[src/rtl/fp_acc_16.sv]
// FP16 accumulator: acc <= acc + in_data through an IDLE/ALIGN/ADD/NORM/DONE pipeline FSM.
// Overflow handling is selected by FP_ACC_SAT_EN (defined: saturate to max finite, undefined: infinity).
module fp_acc_16 (
    input  logic        clk,
    input  logic        reset,
    input  logic        in_valid,
    input  logic [15:0] in_data,
    input  logic        clear,
    output logic        in_ready,
    output logic [15:0] acc,
    output logic        out_valid,
    output logic        busy
);

    typedef enum logic [2:0] {IDLE, ALIGN, ADD, NORM, DONE} state_t;

`ifdef FP_ACC_SAT_EN
    localparam logic [14:0] OVF_MAG = 15'h7BFF;
`else
    localparam logic [14:0] OVF_MAG = 15'h7C00;
`endif

    state_t      state_reg;
    logic [15:0] op_a_reg;
    logic [15:0] op_b_reg;
    logic [10:0] big_sig_reg;
    logic [10:0] small_sig_reg;
    logic [11:0] sum_reg;
    logic [5:0]  exp_reg;
    logic        sign_reg;
    logic        sub_reg;
    logic [15:0] res_reg;

    // Alignment datapath, evaluated from the latched operands
    logic        a_zero;
    logic        b_zero;
    logic        a_ge;
    logic [15:0] big_op;
    logic [15:0] small_op;
    logic [4:0]  exp_diff;
    logic [10:0] small_shifted;
    logic [15:0] shortcut_res;
    logic [11:0] sum_next;
    logic [5:0]  exp_inc;
    logic [5:0]  exp_dec;

    function automatic logic [15:0] pack(input logic s, input logic [5:0] e, input logic [9:0] f);
        logic [15:0] r;
        if (e > 6'd30) begin
            r = {s, OVF_MAG};
        end else begin
            r = {s, e[4:0], f};
        end
        return r;
    endfunction

    always_comb begin
        a_zero   = (op_a_reg[14:10] == 5'd0);
        b_zero   = (op_b_reg[14:10] == 5'd0);
        // Exponent sits above the fraction, so an unsigned magnitude compare orders correctly
        a_ge     = (op_a_reg[14:0] >= op_b_reg[14:0]);
        big_op   = a_ge ? op_a_reg : op_b_reg;
        small_op = a_ge ? op_b_reg : op_a_reg;
        exp_diff = big_op[14:10] - small_op[14:10];
        if (exp_diff >= 5'd11) begin
            small_shifted = 11'd0;
        end else begin
            small_shifted = {1'b1, small_op[9:0]} >> exp_diff;
        end
        if (a_zero && b_zero) begin
            shortcut_res = 16'h0000;
        end else if (a_zero) begin
            shortcut_res = op_b_reg;
        end else begin
            shortcut_res = op_a_reg;
        end
        if (sub_reg) begin
            sum_next = {1'b0, big_sig_reg} - {1'b0, small_sig_reg};
        end else begin
            sum_next = {1'b0, big_sig_reg} + {1'b0, small_sig_reg};
        end
        exp_inc = exp_reg + 6'd1;
        exp_dec = exp_reg - 6'd1;
    end

    assign in_ready = (state_reg == IDLE) && !clear;
    assign busy     = (state_reg != IDLE);

    always_ff @(posedge clk or posedge reset) begin
        if (reset) begin
            state_reg     <= IDLE;
            acc           <= 16'h0000;
            out_valid     <= 1'b0;
            op_a_reg      <= 16'h0000;
            op_b_reg      <= 16'h0000;
            big_sig_reg   <= 11'd0;
            small_sig_reg <= 11'd0;
            sum_reg       <= 12'd0;
            exp_reg       <= 6'd0;
            sign_reg      <= 1'b0;
            sub_reg       <= 1'b0;
            res_reg       <= 16'h0000;
        end else begin
            out_valid <= 1'b0;
            case (state_reg)
                IDLE: begin
                    if (clear) begin
                        acc <= 16'h0000;
                    end else if (in_valid) begin
                        op_a_reg  <= acc;
                        op_b_reg  <= in_data;
                        state_reg <= ALIGN;
                    end
                end
                ALIGN: begin
                    if (a_zero || b_zero) begin
                        res_reg   <= shortcut_res;
                        state_reg <= DONE;
                    end else begin
                        big_sig_reg   <= {1'b1, big_op[9:0]};
                        small_sig_reg <= small_shifted;
                        exp_reg       <= {1'b0, big_op[14:10]};
                        sign_reg      <= big_op[15];
                        sub_reg       <= big_op[15] ^ small_op[15];
                        state_reg     <= ADD;
                    end
                end
                ADD: begin
                    sum_reg <= sum_next;
                    if (sum_next == 12'd0) begin
                        res_reg   <= 16'h0000;
                        state_reg <= DONE;
                    end else begin
                        state_reg <= NORM;
                    end
                end
                NORM: begin
                    if (sum_reg[11]) begin
                        // A carry-out leaves bit 10 set after one right shift, so finish now
                        sum_reg   <= sum_reg >> 1;
                        exp_reg   <= exp_inc;
                        res_reg   <= pack(sign_reg, exp_inc, sum_reg[10:1]);
                        state_reg <= DONE;
                    end else if (!sum_reg[10]) begin
                        sum_reg <= sum_reg << 1;
                        exp_reg <= exp_dec;
                        if (exp_dec == 6'd0) begin
                            res_reg   <= 16'h0000;
                            state_reg <= DONE;
                        end
                    end else begin
                        res_reg   <= pack(sign_reg, exp_reg, sum_reg[9:0]);
                        state_reg <= DONE;
                    end
                end
                DONE: begin
                    acc       <= res_reg;
                    out_valid <= 1'b1;
                    state_reg <= IDLE;
                end
                default: state_reg <= IDLE;
            endcase
        end
    end

endmodule

[config.mk]
export PLATFORM = sky130hd
export DESIGN_NAME = fp_acc_16
export DESIGN_NICKNAME = d
export VERILOG_FILES = /design/src/rtl/fp_acc_16.sv
export SDC_FILE = /design/constraint.sdc
export NUM_CORES = 1
export LEC_CHECK = 0
export BUFFER_PORTS_ARGS = -buffer_cell sky130_fd_sc_hd__buf_4
export CORE_ASPECT_RATIO = 1.5
export CORE_UTILIZATION = 61
export CTS_CLUSTER_SIZE = 14
export DETAILED_ROUTE_END_ITERATION = 10
export GPL_TIMING_DRIVEN = 1
export PLACE_DENSITY = 0.8
export SYNTH_ARGS = -nofsm -noshare
export SYNTH_HDL_FRONTEND = slang
export SYNTH_SLANG_ARGS = --single-unit
[constraint.sdc]
create_clock -name clk -period 6.95 [get_ports clk]
set_input_delay 0.695 -clock clk [delete_from_list [all_inputs] [get_ports clk]]
set_output_delay 0.695 -clock clk [all_outputs]
set_load 0.05 [all_outputs]
Word level (Yosys, flattened, before mapping) --
Index checks and enable logic that the tools add are counted.
Operators by class: muxes and demuxes 32, reduce and logical (&&, ||, !) cells 21, shifts and indexed selects 1, $add $sub $neg 5, eq/ne operators 12, bitwise gates (word level) 3, $lt $le $gt $ge 4
Operators with widths (number):
- $mux 16 | 10
- $pmux 16 s3 | 1
- $mux 11 | 3
- $pmux 16 s2 | 1
- $mux 15 | 2
- $pmux 12 s2 | 1
- $mux 3 | 7
- $mux 6 | 3
- $ge 15x15->1 | 1
- $add 11x11->12 | 1
- $gt 6x5->1 const B | 2
- $logic_not 12->1 | 1
- $mux 12 | 1
- $ne 2x2->1 const B | 6
- $pmux 3 s4 | 1
- $pmux 6 s2 | 1
- $sub 11x11->12 | 1
- $shr 11x5->11 | 1
- $logic_not 5->1 | 2
- $reduce_and 3->1 | 3
- $add 6x1->6 const B | 1
- $eq 3x2->1 const B | 2
- $logic_not 6->1 | 1
- $reduce_and 2->1 | 3
- other kinds (17) | 22
Word-level totals: logic and storage cells 91, input port bits 20, bits in registers 110

Depth between registers and ports, before layout --
depth in word-level cells 6, depth in mapped cells 18

Least setup slack after synthesis --
OpenSTA, ideal clock, no wires.
path kind register -> register, start register op_b_reg[13], end register small_sig_reg[1], period minus slack after synthesis 3.500 ns, buffers on the path 1, cell stages (with the launch flop) 16, slack 3.450 ns, arrival 3.349 ns, library setup time 0.151 ns, path through dfrtp_1 inv_1 ha_1 and2_4 and3_4 and2_4 nor2_2 and4_1 a21oi_2 ha_1 clkbuf_1 mux4_2 and2_1 a211oi_1 a211o_1 o221ai_1
On the way: word-level cells in the longest chain between the ends 5, elaborated cells on any way between the ends 11, those cells by class add/sub (1); order compare (2); shift (1); mux (3); bitwise (1); reduce/logical (3)
RTL lines:
- start: declaration | RTL line 25 | logic [15:0] op_b_reg;
- start signal: assignment | RTL line 111 | op_b_reg <= in_data;
- $ge 15x15->1 | RTL line 61 | a_ge = (op_a_reg[14:0] >= op_b_reg[14:0]);
- $mux 16, on equally long branches | RTL line 62, 63
- $sub 5x5->5 | RTL line 64 | exp_diff = big_op[14:10] - small_op[14:10];
- $ge 5x4->1 / $shr 11x5->11 (equally long branches) | RTL line 65, 68
- $mux 11 | RTL line 65 | if (exp_diff >= 5'd11) begin
- end signal: assignment | RTL line 121 | small_sig_reg <= small_shifted;
- end: declaration | RTL line 27 | logic [10:0] small_sig_reg;
Several ways; a longest one is shown, not always the timed one. A chain may end at the register's enable or synchronous reset.

Worst setup path in the final report --
start register op_b_reg[4], end register small_sig_reg[10]
On the way: word-level cells in the longest chain between the ends 5, elaborated cells on any way between the ends 7, those cells by class add/sub (1); order compare (2); shift (1); mux (3)
RTL lines (RTL line):
- $ge 15x15->1 | 61
- $mux 16, on equally long branches | 62, 63
- $sub 5x5->5 | 64
- $ge 5x4->1 / $shr 11x5->11 (equally long branches) | 65, 68
- $mux 11 * | 65
Mark *: on every way between the ends. The rest lies on a longest branch, timed or not.

==> flow_summary.json <==
{
  "drc": 0,
  "synth_seq_cells": 110,
  "clk_pin_slew_worst_paths_ns": 0.08,
  "dpl-instance-area_um2": 7408,
  "rrSetupSlack_ns": 2.49,
  "synth_top_area_share_pct": 38.90,
  "async_flop_share_pct": 100.0,
  "yosys_warnings": 0,
  "yosysSeqAreaShare_pct": 38.90,
  "cts_post_setup_buffers_inserted": 0,
  "period_needed_ns": 4.459,
  "htreeDepth": 3,
  "cap_violations": 0,
  "clkLatencyLatePin_ns": 0.35,
  "cpPeakStageDelay_ns": 0.54,
  "path_cells": "inv_1 > ha_1 > a21o_1 > a211oi_1 > o21ai_0 > nand3_1 > nand2_2 > a21oi_2 > ha_1 > inv_1 > a21boi_0 > a221oi_1 > mux2i_1 > mux2i_1 > o21bai_2 > nor2_2 > a32o_1",
  "nFillCells": 868,
  "vias": 5950,
  "io_buffers": 38,
  "critPathKind": "reg -> reg",
  "synth.largest_area_cell": "dfrtp_1",
  "area_growth_pct": 8.665,
  "grt_remaining_overflow": 0,
  "nNetsFinal": 815,
  "ctsResizeCount": 0,
  "grt_setup_unrepaired": "no",
  "synth_top_flop_cell": "dfrtp_1",
  "cts_hold_buf": 0,
  "core-area_um2": 11170,
  "initial_core_util_pct": 63.33,
  "tightest_slew_ns": 1.237,
  "ioPinCount": 39,
  "fin_crit_sh_pct": 64.15,
  "grt_pass1_vias": 5997,
  "status": "complete, no violations",
  "register_area_um2": 2753,
  "hold_class": "in -> async",
  "grt_pass1_wl_mm": 30.15,
  "slew_headroom_pct": 17.51,
  "tns_ns": 0,
  "critPathCaptureType": "register",
  "syn_nets": 800,
  "final_area_um2": 7689,
  "cts_buffers": 9,
  "finalWirelength_mm": 18.49,
  "hold_viol": 0,
  "postRouteAntennaNets": 0,
  "clock_sinks": 110,
  "cts-root-buf": "clkbuf_16",
  "synth_area_leaders": "dfrtp_1 (39%), mux2_2 (7.3%), ha_1 (5.8%)",
  "dr.first_iter.drc_count": 512,
  "die_w_um": 89.94,
  "synth.distinct_cells": 78,
  "arrival_ns": 4.70,
  "critPathMaxFanout": 45,
  "cts_tree": "yes",
  "hpwl_mm": 13.97,
  "required_ns": 7.19,
  "multi_input_area_um2": 4019,
  "clock_path_buffers": 2,
  "drive_above_1_share_pct": 17.75,
  "place_congestion": 0.9672,
  "slew_viol_final": 0,
  "crit_path_start_kind": "register",
  "synth.avg_cell_area_um2": 9.485,
  "final.setup_skew_ns": 0.006329,
  "antenna_cells": 0,
  "synth_edf_count": 0,
  "antenna_found_initial": 0,
  "die_h_um": 133.9,
  "setup_viol": 0,
  "max_freq_ghz": 0.2243,
  "slowest_stage": "nand2_2",
  "syn_inst": 746,
  "dr.pass1.iters": 6,
  "row_count": 47,
  "dieArea_um2": 12040,
  "avgRoutedWirePerCell_um": 20.25,
  "grt_max_degree": 60,
  "netlist_area_um2": 7076,
  "grt_usage_pct": 31.70,
  "via_per_inst": 6.517
}
[Yosys cell counts, types with 16 or more instances]
master and instances:
dfrtp_1 110, nor2_1 62, o21ai_0 55, nand2_1 51, mux2_2 46, a21oi_1 42
inv_1 34, ha_1 33, clkbuf_1 24, a22o_1 22, a21o_1 20, nor3_1 20
mux2i_1 18, nand3_1 16, xnor2_1 16
[critical path, delay by kind of cell, from the launching register on]
kind | cells | cell delay, ns
AOI/OAI and AO/OA | 8 | 1.83
and+or+nand+nor | 3 | 0.84
muxes | 2 | 0.59
adders and majority gates | 2 | 0.53
DFF | 1 | 0.39
buffers and inverters | 2 | 0.15
[path summary, 6_finish.rpt]
path                                   from           endpoint  depth (start not counted)
worst max-delay path            op_b_reg[4]  small_sig_reg[10]                         17
worst min-delay path                  reset        op_a_reg[5]                          2
worst max register to register  op_b_reg[4]  small_sig_reg[10]                         17
worst min register to register   res_reg[2]         res_reg[2]                          1
max in group asynchronous             reset         exp_reg[4]                          3
min in group clk                 res_reg[2]         res_reg[2]                          1
[cell families (layout without fill, tap and decap cells)]
group	after synthesis	in the layout	synth area share, %
adders and majority gates	34	34	6.119
DFF	110	110	38.90
AOI/OAI and AO/OA	230	230	22.74
buffers and inverters	74	94	4.297
xor gates and xnor gates	23	23	2.953
and+or+nand+nor	208	208	14.32
muxes	67	67	10.66
[final cells by class]
class	count	share of cell area, %
multi-input combinational	562	52.27
sequential	110	35.80
timing repair buffer	42	4.101
clock buffer	10	2.978
tap	147	2.392
inverter	36	1.790
clock inverter	6	0.6672
[placed cells by master (no fill, tap or decap), types with 4 or more instances in the layout]
cell,instances
dfrtp_1,110
and2_1,6
a31oi_1,6
a211o_1,4
nand3_1,16
o22ai_1,10
a22o_1,22
o21a_1,4
xor2_1,6
ha_1,33
nand2_1,51
nor2_1,62
xnor2_1,16
buf_4,42
o21ai_0,55
a222oi_1,10
mux2i_1,18
a21o_1,20
nand2b_1,11
inv_1,33
nor3_1,20
a221oi_1,11
a211oi_1,4
mux2_2,46
inv_6,5
a21oi_1,42
and3_1,4
o211ai_1,5
clkbuf_16,9
nor2b_1,5
[metal layers]
metal  wire length [um]  track usage [%]
met1               7614            39.60
met2               9249            54.40
met3               1024            4.762
met4                597            14.52
met5                  0                0
[metrics by stage]
stage	setup slack (ns)	utilization [%]	hold slack, ns	cells
after global placement	2.778	66.30	0.4605	897
after CTS	2.548	68.81	0.4567	913
after detailed placement	2.594	66.30	0.4677	897
final	2.491	68.81	0.4234	913
after floorplan	3.353	-	0.4413	746
after global routing	2.233	68.81	0.4891	913
Power is not shown: default switching activity piles up to over one toggle a cycle in this logic, so the estimate is an artifact.
